`src/rtl/bp_fe_pkg.sv`:
```
// Front-end shared definitions: hash-mode selectors used by the global-history
// index generator.
package bp_fe_pkg;

  typedef enum logic {
    BP_FE_HASH_GSHARE  = 1'b0,
    BP_FE_HASH_GSELECT = 1'b1
  } bp_fe_hash_mode_e;

  localparam int unsigned bp_fe_hash_gshare_gp  = 0;
  localparam int unsigned bp_fe_hash_gselect_gp = 1;

  // Pointer width for a power-of-two FIFO, excluding the wrap bit.
  function automatic int unsigned bp_fe_ptr_width(input int unsigned els);
    return $clog2(els);
  endfunction

endpackage

```
`src/rtl/bp_fe_ghist_ckpt_fifo.sv`:
```
// In-order checkpoint FIFO with push, pop and clear. Clear wins over push/pop;
// full/empty use wrap-bit pointer comparison.
module bp_fe_ghist_ckpt_fifo
  import bp_fe_pkg::*;
#(
  parameter int unsigned width_p = 1,
  parameter int unsigned els_p   = 8
) (
  input  logic               clk_i,
  input  logic               reset_i,
  input  logic               clear_i,
  input  logic               push_i,
  input  logic [width_p-1:0] data_i,
  input  logic               pop_i,
  output logic [width_p-1:0] data_o,
  output logic               full_o,
  output logic               empty_o
);

  localparam int unsigned lg_els_lp = bp_fe_ptr_width(els_p);
  localparam logic [lg_els_lp:0] ptr_one_lp = {{lg_els_lp{1'b0}}, 1'b1};

  logic [lg_els_lp:0] wptr_q, wptr_d;
  logic [lg_els_lp:0] rptr_q, rptr_d;
  logic [width_p-1:0] mem_q [els_p];
  logic               do_push, do_pop;

  assign empty_o = (wptr_q == rptr_q);
  assign full_o  = (wptr_q[lg_els_lp-1:0] == rptr_q[lg_els_lp-1:0])
                && (wptr_q[lg_els_lp] != rptr_q[lg_els_lp]);
  assign data_o  = mem_q[rptr_q[lg_els_lp-1:0]];

  always_comb begin
    do_push = push_i & ~full_o & ~clear_i;
    do_pop  = pop_i & ~empty_o & ~clear_i;
    wptr_d  = wptr_q;
    rptr_d  = rptr_q;
    if (clear_i) begin
      // Clearing collapses the read pointer onto the write pointer.
      rptr_d = wptr_q;
    end else begin
      if (do_push) wptr_d = wptr_q + ptr_one_lp;
      if (do_pop)  rptr_d = rptr_q + ptr_one_lp;
    end
  end

  always_ff @(posedge clk_i or negedge reset_i) begin
    if (!reset_i) begin
      wptr_q <= '0;
      rptr_q <= '0;
    end else begin
      wptr_q <= wptr_d;
      rptr_q <= rptr_d;
    end
  end

  always_ff @(posedge clk_i) begin
    if (do_push) mem_q[wptr_q[lg_els_lp-1:0]] <= data_i;
  end

endmodule

```
`src/rtl/bp_fe_ghist_idx.sv`:
```
// Global-history BHT index generator: hashes fetch PCs with speculative history,
// checkpoints predicted branches, and sequences BHT writes on in-order resolve.
module bp_fe_ghist_idx
  import bp_fe_pkg::*;
#(
  parameter int unsigned bht_idx_width_p = 8,
  parameter int unsigned vaddr_width_p   = 39,
  parameter int unsigned ghist_width_p   = 6,
  parameter int unsigned ckpt_els_p      = 8,
  parameter int unsigned hash_mode_p     = bp_fe_hash_gshare_gp
) (
  input  logic                       clk_i,
  input  logic                       reset_i,
  input  logic                       fetch_v_i,
  input  logic [vaddr_width_p-1:0]   fetch_pc_i,
  output logic                       r_v_o,
  output logic [bht_idx_width_p-1:0] idx_r_o,
  input  logic                       predict_v_i,
  input  logic                       predict_i,
  output logic                       ckpt_ready_o,
  input  logic                       res_v_i,
  input  logic                       res_taken_i,
  input  logic                       res_mispredict_i,
  input  logic                       flush_i,
  output logic                       w_v_o,
  output logic [bht_idx_width_p-1:0] idx_w_o,
  output logic                       correct_o
);

  typedef struct packed {
    logic [bht_idx_width_p-1:0] idx;
    logic [ghist_width_p-1:0]   hist;
  } bp_fe_ghist_ckpt_s;

  localparam int unsigned ckpt_width_lp = $bits(bp_fe_ghist_ckpt_s);

  function automatic logic [ghist_width_p-1:0] shift_in(
    input logic [ghist_width_p-1:0] h,
    input logic                     b
  );
    logic [ghist_width_p:0] t;
    t = {h, b};
    return t[ghist_width_p-1:0];
  endfunction

  logic [ghist_width_p-1:0]   spec_hist_q, spec_hist_d;
  logic [ghist_width_p-1:0]   commit_hist_q, commit_hist_d;
  logic                       r_v_q, r_v_d;
  logic [bht_idx_width_p-1:0] idx_r_q, idx_r_d;
  logic                       w_v_q, w_v_d;
  logic [bht_idx_width_p-1:0] idx_w_q, idx_w_d;
  logic                       correct_q, correct_d;

  logic                       fifo_full, fifo_empty;
  logic                       res_fire, mispredict, clear, push;
  bp_fe_ghist_ckpt_s          push_data, head;

  logic [bht_idx_width_p-1:0] pc_bits;
  logic [bht_idx_width_p-1:0] hash_idx;
  logic                       unused_pc;

  assign pc_bits   = fetch_pc_i[bht_idx_width_p+1:2];
  assign unused_pc = ^{fetch_pc_i, pc_bits};

  if (hash_mode_p == bp_fe_hash_gshare_gp) begin : g_gshare
    assign hash_idx = pc_bits ^ bht_idx_width_p'(spec_hist_q);
  end else if (ghist_width_p == bht_idx_width_p) begin : g_gselect_hist_only
    assign hash_idx = spec_hist_q;
  end else begin : g_gselect
    assign hash_idx = {pc_bits[bht_idx_width_p-ghist_width_p-1:0], spec_hist_q};
  end

  assign push_data = '{idx: idx_r_q, hist: spec_hist_q};

  bp_fe_ghist_ckpt_fifo #(
    .width_p (ckpt_width_lp),
    .els_p   (ckpt_els_p)
  ) u_ckpt_fifo (
    .clk_i   (clk_i),
    .reset_i (reset_i),
    .clear_i (clear),
    .push_i  (push),
    .data_i  (push_data),
    .pop_i   (res_fire),
    .data_o  (head),
    .full_o  (fifo_full),
    .empty_o (fifo_empty)
  );

  always_comb begin
    res_fire   = res_v_i & ~fifo_empty;
    mispredict = res_fire & res_mispredict_i;
    clear      = mispredict | flush_i;
    push       = predict_v_i & ~fifo_full & ~clear;

    commit_hist_d = res_fire ? shift_in(commit_hist_q, res_taken_i) : commit_hist_q;

    // Flush restores the committed view, which already folds in a same-cycle
    // resolve; a mispredict rebuilds from the head checkpoint instead.
    spec_hist_d = spec_hist_q;
    if (flush_i) begin
      spec_hist_d = commit_hist_d;
    end else if (mispredict) begin
      spec_hist_d = shift_in(head.hist, res_taken_i);
    end else if (push) begin
      spec_hist_d = shift_in(spec_hist_q, predict_i);
    end

    r_v_d     = fetch_v_i;
    idx_r_d   = fetch_v_i ? hash_idx : idx_r_q;
    w_v_d     = res_fire;
    idx_w_d   = res_fire ? head.idx : idx_w_q;
    correct_d = res_fire ? ~res_mispredict_i : correct_q;
  end

  always_ff @(posedge clk_i or negedge reset_i) begin
    if (!reset_i) begin
      spec_hist_q   <= '0;
      commit_hist_q <= '0;
      r_v_q         <= 1'b0;
      idx_r_q       <= '0;
      w_v_q         <= 1'b0;
      idx_w_q       <= '0;
      correct_q     <= 1'b0;
    end else begin
      spec_hist_q   <= spec_hist_d;
      commit_hist_q <= commit_hist_d;
      r_v_q         <= r_v_d;
      idx_r_q       <= idx_r_d;
      w_v_q         <= w_v_d;
      idx_w_q       <= idx_w_d;
      correct_q     <= correct_d;
    end
  end

  assign r_v_o        = r_v_q;
  assign idx_r_o      = idx_r_q;
  assign w_v_o        = w_v_q;
  assign idx_w_o      = idx_w_q;
  assign correct_o    = correct_q;
  assign ckpt_ready_o = ~fifo_full;

endmodule

```
`config.mk`:
```
export PLATFORM = sky130hd
export DESIGN_NAME = bp_fe_ghist_idx
export DESIGN_NICKNAME = d
export VERILOG_FILES = /design/src/rtl/bp_fe_pkg.sv /design/src/rtl/bp_fe_ghist_ckpt_fifo.sv /design/src/rtl/bp_fe_ghist_idx.sv
export SDC_FILE = /design/constraint.sdc
export NUM_CORES = 1
export LEC_CHECK = 0
export BUFFER_PORTS_ARGS = -buffer_cell sky130_fd_sc_hd__buf_2
export CAP_MARGIN = 25
export CORE_MARGIN = 3
export CORE_UTILIZATION = 52
export DETAILED_ROUTE_END_ITERATION = 10
export PLACE_DENSITY = 0.75
export SYNTH_ARGS = -nofsm -noshare
export SYNTH_HDL_FRONTEND = slang
export SYNTH_SLANG_ARGS = --single-unit
```
`constraint.sdc`:
```
create_clock -name clk_i -period 3 [get_ports clk_i]
set_clock_uncertainty 0.05 [all_clocks]
set_input_delay 0.3 -clock clk_i [delete_from_list [all_inputs] [get_ports clk_i]]
set_output_delay 0.3 -clock clk_i [all_outputs]
set_load 0.01 [all_outputs]
```
# Yosys cells after proc, flatten, opt, wreduce, memory -nomap -nowiden
# Memory sizes are Yosys's and may differ from the RTL's.
# Index checks and enable logic that the tools add are counted.
dict set report totals {
  ff_bits 39
  mem_bits_rw 112
  inputBits 48
  output_inout_bits 20
  wordCells 41
  memories 1
}
# memory depth width read_ports rd_ports_with_merged_regs wr line
set mem_list {}
lappend mem_list {u_ckpt_fifo.mem_q 8 14 1 0 1 bp_fe_ghist_ckpt_fifo.sv:25} ;# logic [width_p-1:0] mem_q [els_p];
dict set report op_classes {
  add_sub_neg 2
  n_eq_ne 3
  n_mux 8
  bitwise_logic 14
  n_reduce_logical 4
}
# op count
set ops {}
lappend ops {{$mux 6} 4}
lappend ops {{$add 4x1->4 const B} 2}
lappend ops {{$and 1x1->1} 8}
lappend ops {{$mux 4} 2}
lappend ops {{$xor 8x6->8} 1}
lappend ops {{$eq 4x4->1} 1}
lappend ops {{$not 1->1} 4}
lappend ops {{$eq 3x3->1} 1}
lappend ops {{$reduce_bool 3->1} 1}
lappend ops {{$mux 1} 2}
lappend ops {{$reduce_and 2->1} 1}
lappend ops {{$reduce_bool 2->1} 1}
lappend ops {{$logic_and 1x1->1} 1}
lappend ops {{$ne 1x1->1} 1}
lappend ops {{$or 1x1->1} 1}

# Logic depth before layout (Yosys ltp)
# Gate-level depths: netlist (run 1).
dict set report logic_depth {
  depth_word 11
  mapped_depth 7
  ltp_nobuf 5
}

# Cells and area by module
# From an unflattened synthesis (run 1), not the netlist that was laid out.
dict set report hier_totals {
  cells_unflattened 329
  area_unflattened_um2 6246.0
}
# module instances cells_per_inst area_per_inst_um2 seq_area_each_um2
set by_module_without_submodules {}
lappend by_module_without_submodules {bp_fe_ghist_ckpt_fifo 1 226 4817.1 3563.4}
lappend by_module_without_submodules {bp_fe_ghist_idx 1 103 1428.9 775.7}

# Worst setup path before layout (run 1)
# OpenSTA, ideal clock, no wires.
dict set report synth_timing {
  path_kind {reg-to-reg}
  from {register u_ckpt_fifo.rptr_q[0]}
  to {memory u_ckpt_fifo.mem_q[2][0] (netlist bit) (enable)}
  setup_ns 0.422
  t_arrival_ns 2.802
  required_ns 2.528
  setup_slack_ns -0.274
  stages_incl_launch_ff 6
  path_buffers 1
  synth_period_minus_slack_ns 3.274
  path_cell_list {dfrtp_1 > buf_6 > xor2_4 > o31ai_1 > nand3_2 > nor4b_1}
}
dict set report synth_via {
  elab_chain_len 11
  elab_cells_between_ends 15
  cone_classes {eq/ne (2); mux (2); bitwise (10); reduce/logical (1)}
}
# item line
set synth_rtl {}
lappend synth_rtl {{start, declared} bp_fe_ghist_ckpt_fifo.sv:24} ;# logic [lg_els_lp:0] rptr_q, rptr_d;
lappend synth_rtl {{start signal, assigned} bp_fe_ghist_ckpt_fifo.sv:53} ;# rptr_q <= rptr_d;
lappend synth_rtl {{$eq 4x4->1} bp_fe_ghist_ckpt_fifo.sv:28} ;# assign empty_o = (wptr_q == rptr_q);
lappend synth_rtl {{$not 1->1} bp_fe_ghist_idx.sv:91} ;# res_fire = res_v_i & ~fifo_empty;
lappend synth_rtl {{$and 1x1->1} bp_fe_ghist_idx.sv:91}
lappend synth_rtl {{$and 1x1->1} bp_fe_ghist_idx.sv:92} ;# mispredict = res_fire & res_mispredict_i;
lappend synth_rtl {{$or 1x1->1} bp_fe_ghist_idx.sv:93} ;# clear = mispredict | flush_i;
lappend synth_rtl {{$not 1->1 (no source line)} --}
lappend synth_rtl {{$and 1x1->1} bp_fe_ghist_idx.sv:94} ;# push = predict_v_i & ~fifo_full & ~clear;
lappend synth_rtl {{$and 1x1->1} bp_fe_ghist_ckpt_fifo.sv:34} ;# do_push = push_i & ~full_o & ~clear_i;
lappend synth_rtl {{$and 1x1->1 (*)} bp_fe_ghist_ckpt_fifo.sv:34}
lappend synth_rtl {{$mux 1 (*)} bp_fe_ghist_ckpt_fifo.sv:58} ;# if (do_push) mem_q[wptr_q[lg_els_lp-1:0]] <= data_i;
lappend synth_rtl {{$mux 1 (not written as such) (*)} bp_fe_ghist_ckpt_fifo.sv:58}
lappend synth_rtl {{end, declared} bp_fe_ghist_ckpt_fifo.sv:25}
# Mark *: on every way between the ends. The rest lies on a longest branch, timed or not.

# Worst setup path in the final report (run 1)
dict set report layout_timing {
  from {register u_ckpt_fifo.wptr_q[3]}
  to {memory u_ckpt_fifo.mem_q[2][4] (netlist bit) (enable)}
}
dict set report layout_via {
  elab_chain_len 11
  elab_cells_between_ends 15
  cone_classes {eq/ne (2); mux (2); bitwise (10); reduce/logical (1)}
}
# item line
set layout_rtl {}
lappend layout_rtl {{start, declared} bp_fe_ghist_ckpt_fifo.sv:23} ;# logic [lg_els_lp:0] wptr_q, wptr_d;
lappend layout_rtl {{start signal, assigned} bp_fe_ghist_ckpt_fifo.sv:52} ;# wptr_q <= wptr_d;
lappend layout_rtl {{$eq 4x4->1} bp_fe_ghist_ckpt_fifo.sv:28}
lappend layout_rtl {{$not 1->1} bp_fe_ghist_idx.sv:91}
lappend layout_rtl {{$and 1x1->1} bp_fe_ghist_idx.sv:91}
lappend layout_rtl {{$and 1x1->1} bp_fe_ghist_idx.sv:92}
lappend layout_rtl {{$or 1x1->1} bp_fe_ghist_idx.sv:93}
lappend layout_rtl {{$not 1->1 (no source line)} --}
lappend layout_rtl {{$and 1x1->1} bp_fe_ghist_idx.sv:94}
lappend layout_rtl {{$and 1x1->1} bp_fe_ghist_ckpt_fifo.sv:34}
lappend layout_rtl {{$and 1x1->1 (*)} bp_fe_ghist_ckpt_fifo.sv:34}
lappend layout_rtl {{$mux 1 (*)} bp_fe_ghist_ckpt_fifo.sv:58}
lappend layout_rtl {{$mux 1 (not written as such) (*)} bp_fe_ghist_ckpt_fifo.sv:58}
# Marked as above.

==> results of run 1 <==
synthesized netlist by cell type, types with 2 or more instances:
library cell | instances | area, um^2
edfxtp_1 | 104 | 3123
dfrtp_1 | 39 | 975.9
mux4_2 | 25 | 563.0
nand2_1 | 18 | 67.56
nor2_1 | 15 | 56.30
clkbuf_1 | 14 | 52.55
inv_1 | 12 | 45.04
mux2i_1 | 12 | 120.1
xnor2_1 | 12 | 105.1
nand3_1 | 8 | 40.04
a21oi_1 | 7 | 35.03
a31oi_1 | 7 | 43.79
and2_1 | 6 | 37.54
or2_2 | 6 | 37.54
o221ai_1 | 5 | 43.79
o32ai_1 | 5 | 43.79
mux2_2 | 4 | 45.04
nor3_1 | 4 | 20.02
nor4_1 | 4 | 25.02
nor4b_1 | 4 | 35.03
o21ai_0 | 4 | 20.02
o311ai_0 | 4 | 35.03
o31ai_1 | 4 | 30.03
a211oi_1 | 3 | 22.52
buf_2 | 3 | 15.01
nand4_1 | 3 | 18.77
or3_1 | 3 | 18.77
xor2_2 | 3 | 48.80
ha_1 | 2 | 25.02
inv_2 | 2 | 7.510
or4_1 | 2 | 15.01
area by class of cell:
class	count	area share (%)
flip-flops and latches	143	57.67
multi-input cells	191	25.77
clock buffers	19	6.230
repair buffers	60	5.280
well taps	140	2.464
clock inverters	13	1.848
inverters	14	0.7392
kinds of logic after synthesis:
| group | after synthesis | share of synthesized area (%) |
|---|---|---|
| flops | 143 | 68.09 |
| simple gates | 77 | 6.797 |
| compound gates | 52 | 6.693 |
| mux | 43 | 12.53 |
| buf+inv | 33 | 2.307 |
| xor+xnor | 17 | 3.160 |
| fa+ha+maj | 2 | 0.4156 |
through the flow:
stage                     setup TNS, ns  util [%]  total power, mW
after floorplan                  -13.40         -            4.549
after global placement                0     58.72            5.236
after detailed placement              0     58.72            5.299
after CTS                             0     63.90            7.348
after global routing                  0     64.17            7.698
final                                 0     64.17            7.313
worst max-delay path: cells and delay by family, from the launching register on:
family / cells / cell delay [ns]
buffers and inverters: 2 / 0.44
and+or+nand+nor: 3 / 0.82
DFF: 1 / 0.45
xor gates and xnor gates: 1 / 0.47
routing by layer:
metal | wire, um | global-route usage (%) | vias up
met5 | 0 | 0 | -
met4 | 172 | 7.772 | 0
met3 | 716 | 4.881 | 15
met2 | 6209 | 33.33 | 107
met1 | 5531 | 29.86 | 1819
li1 | - | - | 1570
worst paths after layout:
kind	end	from	depth (start not counted)	slack (ns)
max	u_ckpt_fifo.mem_q[2][4]	u_ckpt_fifo.wptr_q[3]	6	0.45
min	idx_r_o[7]	fetch_pc_i[9]	2	0.07
max reg2reg	u_ckpt_fifo.mem_q[2][4]	u_ckpt_fifo.wptr_q[3]	6	0.45
min reg2reg	idx_w_o[4]	idx_w_o[4]	2	0.42
max in group asynchronous	u_ckpt_fifo.rptr_q[0]	reset_i	3	2.27
min in group asynchronous	u_ckpt_fifo.wptr_q[2]	reset_i	2	0.18
where the power goes:
| part | switching (mW) | internal [mW] |
|---|---|---|
| Combinational | 1.29 | 1.00 |
| Sequential | 0.366 | 2.63 |
| Clock | 0.846 | 1.18 |
sequential cells by signal (all words and copies together), names as in the netlist:
signal / count
u_ckpt_fifo.wptr_q: 4
idx_w_o: 8
u_ckpt_fifo.mem_q: 104
idx_r_o: 8
correct_o: 1
w_v_o: 1
spec_hist_q: 6
commit_hist_q: 6
r_v_o: 1
u_ckpt_fifo.rptr_q: 4
==> out/qor.yml, run 1 <==
floorplanning:
  dieArea_um2: 12900
  ioPinCount: 68
  die_h_um: 113.6
  rows: 38
  die_w_um: 113.6
  initial_core_util_pct: 54.34
  core_um2: 11080
clock_network:
  cts_tree: "built"
  ctsHoldBuffers: 0
  cts_sinks: 143
  clk_pin_slew_ns: 0.06
  cts_resized: 0
  cts_max_level: 4
  cts.path.max_buffers: 2
  cts_setup_buffers: 0
  clk_latency_ns: 0.41
  cts_root_buffer: "clkbuf_16"
  cts_made_buffers: 17
global_route:
  antenna_found_initial: 0
  grt_pass1_wl_um: 20360
  grt_use_total_pct: 21.35
  overflow: 0
  grt_pass1_vias: 3582
  grt_max_degree: 40
logic_synthesis:
  yosysSeqAreaShare_pct: 68.09
  syn_area_per_cell_um2: 16.40
  synth_edf_count: 104
  ys_types: 54
  async_flop_share_pct: 27.27
  ys_warn_count: 0
  syn_inst: 367
  syn-cell-area_um2: 6020
  ys_ff_latch: 143
  synth_nets: 417
  synth_ff_type: "edfxtp_1"
place:
  place_area_um2: 6505
  port_buffers: 36
  pre_cts_ws_ns: 0.4836
  place.gp.congestion: 0.8670
  hpwl_um: 7498
  post-place-cells: 546
timing:
  setup_slack_ns: 0.4476
  report.final.slew_viol_count: 0
  max_freq_mhz: 391.8
  max_slew_margin_pct: 37.33
  finalCritPeriodShare_pct: 85.08
  min_period_ns: 2.552
  whs_ns: 0.06902
  worst_pin_slew_ns: 0.9279
  setup_viol: 0
  rsz0062_at_grt: "false"
  finalHoldViolations: 0
critical_path:
  end_kind: "flip-flop"
  critPathLaunchType: "flip-flop"
  cp.arrival_ns: 2.60
  critPathMaxFanout: 13
  crit_chain: "xnor2_1, nor4_1, inv_2, nand3_2, nor4b_2, buf_4"
  criticalPathCategory: "flip-flop to flip-flop"
  cpMaxStageDelayCell: "xnor2_1"
  cpPeakStageDelay_ns: 0.47
  crit_required_ns: 3.05
final_layout:
  n_antenna_cell: 0
  layout_common_cells: "104 x edfxtp_1, 38 x dfrtp_1, 36 x buf_2"
  finalNonFillerCells: 580
  regArea_um2: 4100
  area_growth_pct: 18.10
  nFillCells: 764
  fin_area_um2: 7109
  multi_input_area_um2: 1832
  layout_commonest_cell: "edfxtp_1"
  drive_gt1_share_pct: 32.50
  nets: 477
drt:
  drt_iter0_markers: 275
  drc_errors: 0
  dr_total_vias: 3511
  final_antenna_net_count: 0
  routedWlPerCell_um: 21.78
  wl_um: 12630
  vias_per_cell: 6.053
  drt_pass1_iterations: 4
power:
  p_per_area_nw_per_um2: 1029
  vdd_drop_max_v: 0.0004145
  p_leak_nw: 2.558
status:
  status: "finished clean"
hold_path:
  hp-class: "input pin to flip-flop"
flow_run:
  cap_viol_max_count: 0
Power figures use the tool's default switching activity.
==> run 2: changes to the inputs <==
- CORE_UTILIZATION: 52 -> 53
- PLACE_DENSITY: 0.75 -> 0.76
- SYNTH_HIERARCHICAL: default -> 1
==> run 2 against run 1 <==
Against the previous run: sequential power decreased by 4%; via count decreased by 11%; final cell count decreased by 6.7%; register-to-register slack got worse by 0.41 ns; critical path depth increased by 6; sequential cell count unchanged; clock power increased by 2%; design area increased by 2.5%; routed wire length decreased by 7.2%; die area decreased by 2.9%.
==> out/qor.yml, run 2 <==
status:
  status: "finished clean"
final_layout:
  layout_common_cells: "104 x edfxtp_1, 38 x dfrtp_1, 36 x buf_2"
  fin_util_pct: 66.95
  drive_gt1_share_pct: 43.14
  n_antenna_cell: 0
  largest_reg_flops: 104
  finalNonFillerCells: 541
  layout_commonest_cell: "edfxtp_1"
  nets: 438
  area_growth_pct: 22.52
  fin_area_um2: 7289
drt:
  vias_per_cell: 5.749
  final_antenna_net_count: 0
  dr_total_vias: 3110
  routedWlPerCell_um: 21.67
  drc_errors: 0
  drt_pass1_iterations: 4
  wl_um: 11730
  drt_iter0_markers: 192
hold_path:
  worstHoldStart: "fetch_pc_i[4]"
  hp-class: "input pin to flip-flop"
  whs_endpoint: "idx_r_o[2]"
  holdPathStages: 3
clock_network:
  cts_sinks: 143
  clk_latency_ns: 0.53
  cts_max_level: 4
  cts_tree: "built"
  cts_made_buffers: 17
  cts.path.max_buffers: 2
  clk_pin_slew_ns: 0.06
  cts_root_buffer: "clkbuf_8"
power:
  p_leak_nw: 2.650
  p_sw_mw: 2.137
  seqPwrFrac_pct: 40.6
  vdd_drop_max_v: 0.0006457
  p_int_mw: 4.950
  p_per_area_nw_per_um2: 972.2
  switching_share_pct: 30.15
  total_power_mw: 7.087
  pwr-share-comb_pct: 30.0
  pwr-share-clk_pct: 29.3
global_route:
  grt_use_total_pct: 20.10
  grt_pass1_wl_um: 18840
  overflow: 0
  antenna_found_initial: 0
  grt_max_degree: 40
  grt_pass1_vias: 3348
timing:
  rsz0062_at_grt: "true"
  finalCritPeriodShare_pct: 98.86
  max_slew_margin_pct: 51.60
  setup_viol: 0
  report.final.slew_viol_count: 0
  min_period_ns: 2.966
  finalHoldViolations: 0
  tns_ns: 0
  setup_slack_ns: 0.03427
  whs_ns: 0.02018
  max_freq_mhz: 337.2
  worst_pin_slew_ns: 0.7245
place:
  port_buffers: 36
  post-place-cells: 498
  place_area_um2: 6556
  hpwl_um: 6558
  pre_cts_ws_ns: 0.04514
  place.gp.congestion: 0.7148
floorplanning:
  initial_core_util_pct: 54.64
  dieArea_um2: 12530
  core_um2: 10890
  die_w_um: 112.0
  ioPinCount: 68
  rows: 38
  die_h_um: 112.0
logic_synthesis:
  ys_warn_count: 6
  syn-cell-area_um2: 5949
  syn_area_per_cell_um2: 18.71
  syn_inst: 318
  synth_nets: 368
critical_path:
  worst_r2r_endpoint: "u_ckpt_fifo/mem_q[2][1]"
  end_kind: "flip-flop"
  critPathLaunchType: "flip-flop"
  criticalPathCategory: "flip-flop to flip-flop"
  r2r_start: "u_ckpt_fifo/rptr_q[1]"
  cp.arrival_ns: 3.15
  rrSetupSlack_ns: 0.03
  reg2reg_depth: 12
  critPathMaxFanout: 13
  crit_required_ns: 3.18
flow_run:
  cap_viol_max_count: 0
[run 2: power groups by stage]
stage          combinational (mW)  sequential (mW)  clock, mW
2_1_floorplan                1.56             2.86          0
6_report                     2.13             2.88       2.08
5_1_grt                      2.30             2.94       2.19
3_3_place_gp                 2.03             2.88          0
4_1_cts                      2.12             2.88       2.09
3_5_place_dp                 2.09             2.92          0
[run 2: worst max-delay path, cell delays in order (launching register included)]
cell and delay (ns):
dfrtp_1 0.41, xor2_2 0.19, or3_4 0.42, nor2_4 0.13, and3b_1 0.20, or2_4 0.24
nor3b_2 0.17, nor2b_4 0.18, o41a_4 0.20, nand2b_4 0.08, buf_12 0.14, nor2_4 0.10
buf_12 0.17
[run 2: cell type report]
class / count / area, um^2
multi-input combinational: 153 / 1822
tap: 140 / 175.2
timing repair buffer: 70 / 595.6
fill: 708 / 3598
clock buffer: 19 / 421.7
inverter: 3 / 11.26
clock inverter: 13 / 163.9
sequential: 143 / 4100
[run 2: worst max-delay path by stage]
stage / start / to / slack [ns] / cells after the start
final: u_ckpt_fifo/rptr_q[1] / u_ckpt_fifo/mem_q[2][1] / 0.03 / 12
after global routing: u_ckpt_fifo/rptr_q[1] / u_ckpt_fifo/mem_q[2][1] / -0.08 / 12
after CTS: u_ckpt_fifo/rptr_q[1] / u_ckpt_fifo/mem_q[4][3] / 0.006 / 11
after detailed placement: u_ckpt_fifo/rptr_q[1] / u_ckpt_fifo/mem_q[4][13] / 0.05 / 11
after global placement: u_ckpt_fifo/rptr_q[1] / u_ckpt_fifo/mem_q[4][12] / 0.07 / 11
after floorplan: u_ckpt_fifo/wptr_q[1] / u_ckpt_fifo/mem_q[0][0] / -0.28 / 12
[run 2: what timing repair did]
action	4_1_cts	5_1_grt
endpoints found under the setup margin	0	91
endpoints found under the hold margin	44	1
hold buffers	6	1
gates resized for setup	0	4
setup buffers	0	2
[run 2: per-layer routing]
layer | vias up | track usage, % | wire (um)
met5 | - | 0 | 0
met4 | 0 | 7.051 | 209
met3 | 17 | 5.326 | 386
met2 | 56 | 32.05 | 5878
met1 | 1653 | 27.20 | 5250
li1 | 1384 | - | -
==> run 3: changes to the inputs <==
- CELL_PAD_IN_SITES_DETAIL_PLACEMENT: default -> 0
- CELL_PAD_IN_SITES_GLOBAL_PLACEMENT: default -> 1
- CORE_UTILIZATION: 53 -> 47
- CTS_BUF_LIST: default -> sky130_fd_sc_hd__clkbuf_2
- PLACE_DENSITY: 0.76 -> default
- PLACE_DENSITY_LB_ADDON: default -> 0.1
==> run 3 against run 2 <==
Against the previous run: non-clock buffer count is 18 higher; fmax is 1.9% higher; register-to-register slack better by 0.05 ns; design area is 2.6% lower; final cell count is 8.3% higher; utilization is 8.8 points lower; power is 15% lower; sequential share of layout area is 1.5 points higher; routed wire length is 3.2% lower; clock power is 51% lower; critical path type unchanged.
==> out/qor.yml, run 3 (synthesized netlist as in run 2, its figures left out) <==
floorplanning:
  die_h_um: 118.5
  ioPinCount: 68
  dieArea_um2: 14040
  initial_core_util_pct: 48.72
  die_w_um: 118.5
  rows: 40
  core_um2: 12210
global_route:
  antenna_found_initial: 0
  overflow: 0
  grt_max_degree: 40
  grt_pass1_vias: 3140
  grt_pass1_wl_um: 17870
  grt_use_total_pct: 17.35
power:
  p_int_mw: 4.109
  p_sw_mw: 1.929
  pwr-share-clk_pct: 16.9
  vdd_drop_max_v: 0.0005018
  p_per_area_nw_per_um2: 850.8
  total_power_mw: 6.038
  pwr-share-comb_pct: 35.6
  switching_share_pct: 31.95
  seqPwrFrac_pct: 47.5
  p_leak_nw: 2.570
clock_network:
  clk_latency_ns: 0.68
  cts_max_level: 4
  cts_sinks: 143
  clk_pin_slew_ns: 0.19
  cts_root_buffer: "clkbuf_2"
  cts_tree: "built"
  cts_made_buffers: 17
  cts.path.max_buffers: 2
place:
  place_area_um2: 6609
  pre_cts_ws_ns: 0.003437
  post-place-cells: 530
  hpwl_um: 6681
  port_buffers: 36
  place.gp.congestion: 0.7349
critical_path:
  criticalPathCategory: "flip-flop to flip-flop"
  critPathLaunchType: "flip-flop"
  end_kind: "flip-flop"
  cp.arrival_ns: 3.29
  critPathMaxFanout: 6
  crit_required_ns: 3.37
final_layout:
  layout_common_cells: "104 x edfxtp_1, 38 x dfrtp_1, 36 x buf_2"
  drive_gt1_share_pct: 43.06
  fin_area_um2: 7097
  nets: 456
  nFillCells: 981
  finalNonFillerCells: 586
  layout_commonest_cell: "edfxtp_1"
  largest_reg_flops: 104
  n_antenna_cell: 0
  area_growth_pct: 19.29
drt:
  routedWlPerCell_um: 19.37
  vias_per_cell: 5.302
  drc_errors: 0
  wl_um: 11350
  final_antenna_net_count: 0
  drt_iter0_markers: 201
  dr_total_vias: 3107
  drt_pass1_iterations: 4
status:
  status: "finished clean"
timing:
  setup_slack_ns: 0.08864
  rsz0062_at_grt: "true"
  max_slew_margin_pct: 61.18
  finalHoldViolations: 0
  min_period_ns: 2.911
  finalCritPeriodShare_pct: 97.05
  tns_ns: 0
  setup_viol: 0
  report.final.slew_viol_count: 0
  worst_pin_slew_ns: 0.5824
  max_freq_mhz: 343.5
flow_run:
  cap_viol_max_count: 0
hold_path:
  hp-class: "input pin to flip-flop"
-- run 3: cell types whose count changed in the layout (fill, tap and decap cells not counted), sizes merged --
cell	before	now
dlygate4sd3	7	18
clkbuf	20	24
inv	5	3
buf	62	69
clkinv	6	4
bufinv	3	2
-- run 3: cell type report --
| cell class | instances | area, um^2 | share of cell area, % |
|---|---|---|---|
| repair buffers | 88 | 753.2 | 10.61 |
| inverters | 3 | 11.26 | 0.1587 |
| clock buffers | 23 | 115.1 | 1.622 |
| multi-input cells | 153 | 1814 | 25.56 |
| well taps | 168 | 210.2 | 2.962 |
| flip-flops and latches | 143 | 4100 | 57.77 |
| clock inverters | 8 | 92.59 | 1.305 |
-- run 3: critical path: stages (launching register included) --
cell	delay (ns)
dfrtp_1	0.45
xor2_2	0.19
or3_4	0.41
nor2_4	0.10
and3b_1	0.19
or2_4	0.23
nor3b_2	0.15
nor2b_4	0.17
o41a_4	0.19
nand2b_4	0.08
nor3_4	0.13
buf_4	0.17
clkbuf_16	0.15
-- run 3: path summary, 6_finish.rpt --
kind / slack (ns) / depth (start not counted) / start / endpoint
worst max-delay path: 0.09 / 12 / u_ckpt_fifo/rptr_q[1] / u_ckpt_fifo/mem_q[0][6]
worst min-delay path: 0.10 / 3 / flush_i / spec_hist_q[5]
worst max register to register: 0.09 / 12 / u_ckpt_fifo/rptr_q[1] / u_ckpt_fifo/mem_q[0][6]
worst min register to register: 0.47 / 1 / idx_w_o[0] / idx_w_o[0]
max in group asynchronous: 1.84 / 4 / reset_i / commit_hist_q[3]
min in group asynchronous: 0.55 / 3 / reset_i / idx_r_o[6]
-- run 3: power groups by stage --
stage / Clock [mW] / Sequential, mW / Combinational (mW)
3_5_place_dp: 0 / 2.92 / 2.12
3_3_place_gp: 0 / 2.89 / 2.11
5_1_grt: 1.15 / 2.92 / 2.35
2_1_floorplan: 0 / 2.86 / 1.56
6_report: 1.02 / 2.87 / 2.15
4_1_cts: 1.07 / 2.87 / 2.18
-- run 3: stage by stage --
step	hold slack, ns	util, %
global placement	0.4349	54.12
global route	0.04952	58.11
CTS	0.01093	57.40
detailed placement	0.4353	54.12
finish	0.1006	58.11
floorplan	-0.04559	-
-- run 3: repair_timing --
item                                   4_1_cts  5_1_grt
setup endpoints to repair                   23       36
pin swaps                                    2        2
buffers inserted                             1        4
endpoints found under the hold margin       53       13
resized for setup                            4        1
gates cloned                                 0        1
hold buffers                                17        1
-- run 3: layer usage --
metal / routed length (um) / part of all wire, % / global-route usage, % / up-vias
li1: - / - / - / 1421
met1: 5277 / 46 / 24.61 / 1591
met2: 5379 / 47 / 26.22 / 82
met3: 545 / 4.8 / 4.306 / 13
met4: 148 / 1.3 / 6.517 / 0
met5: 0 / 0 / 0 / -
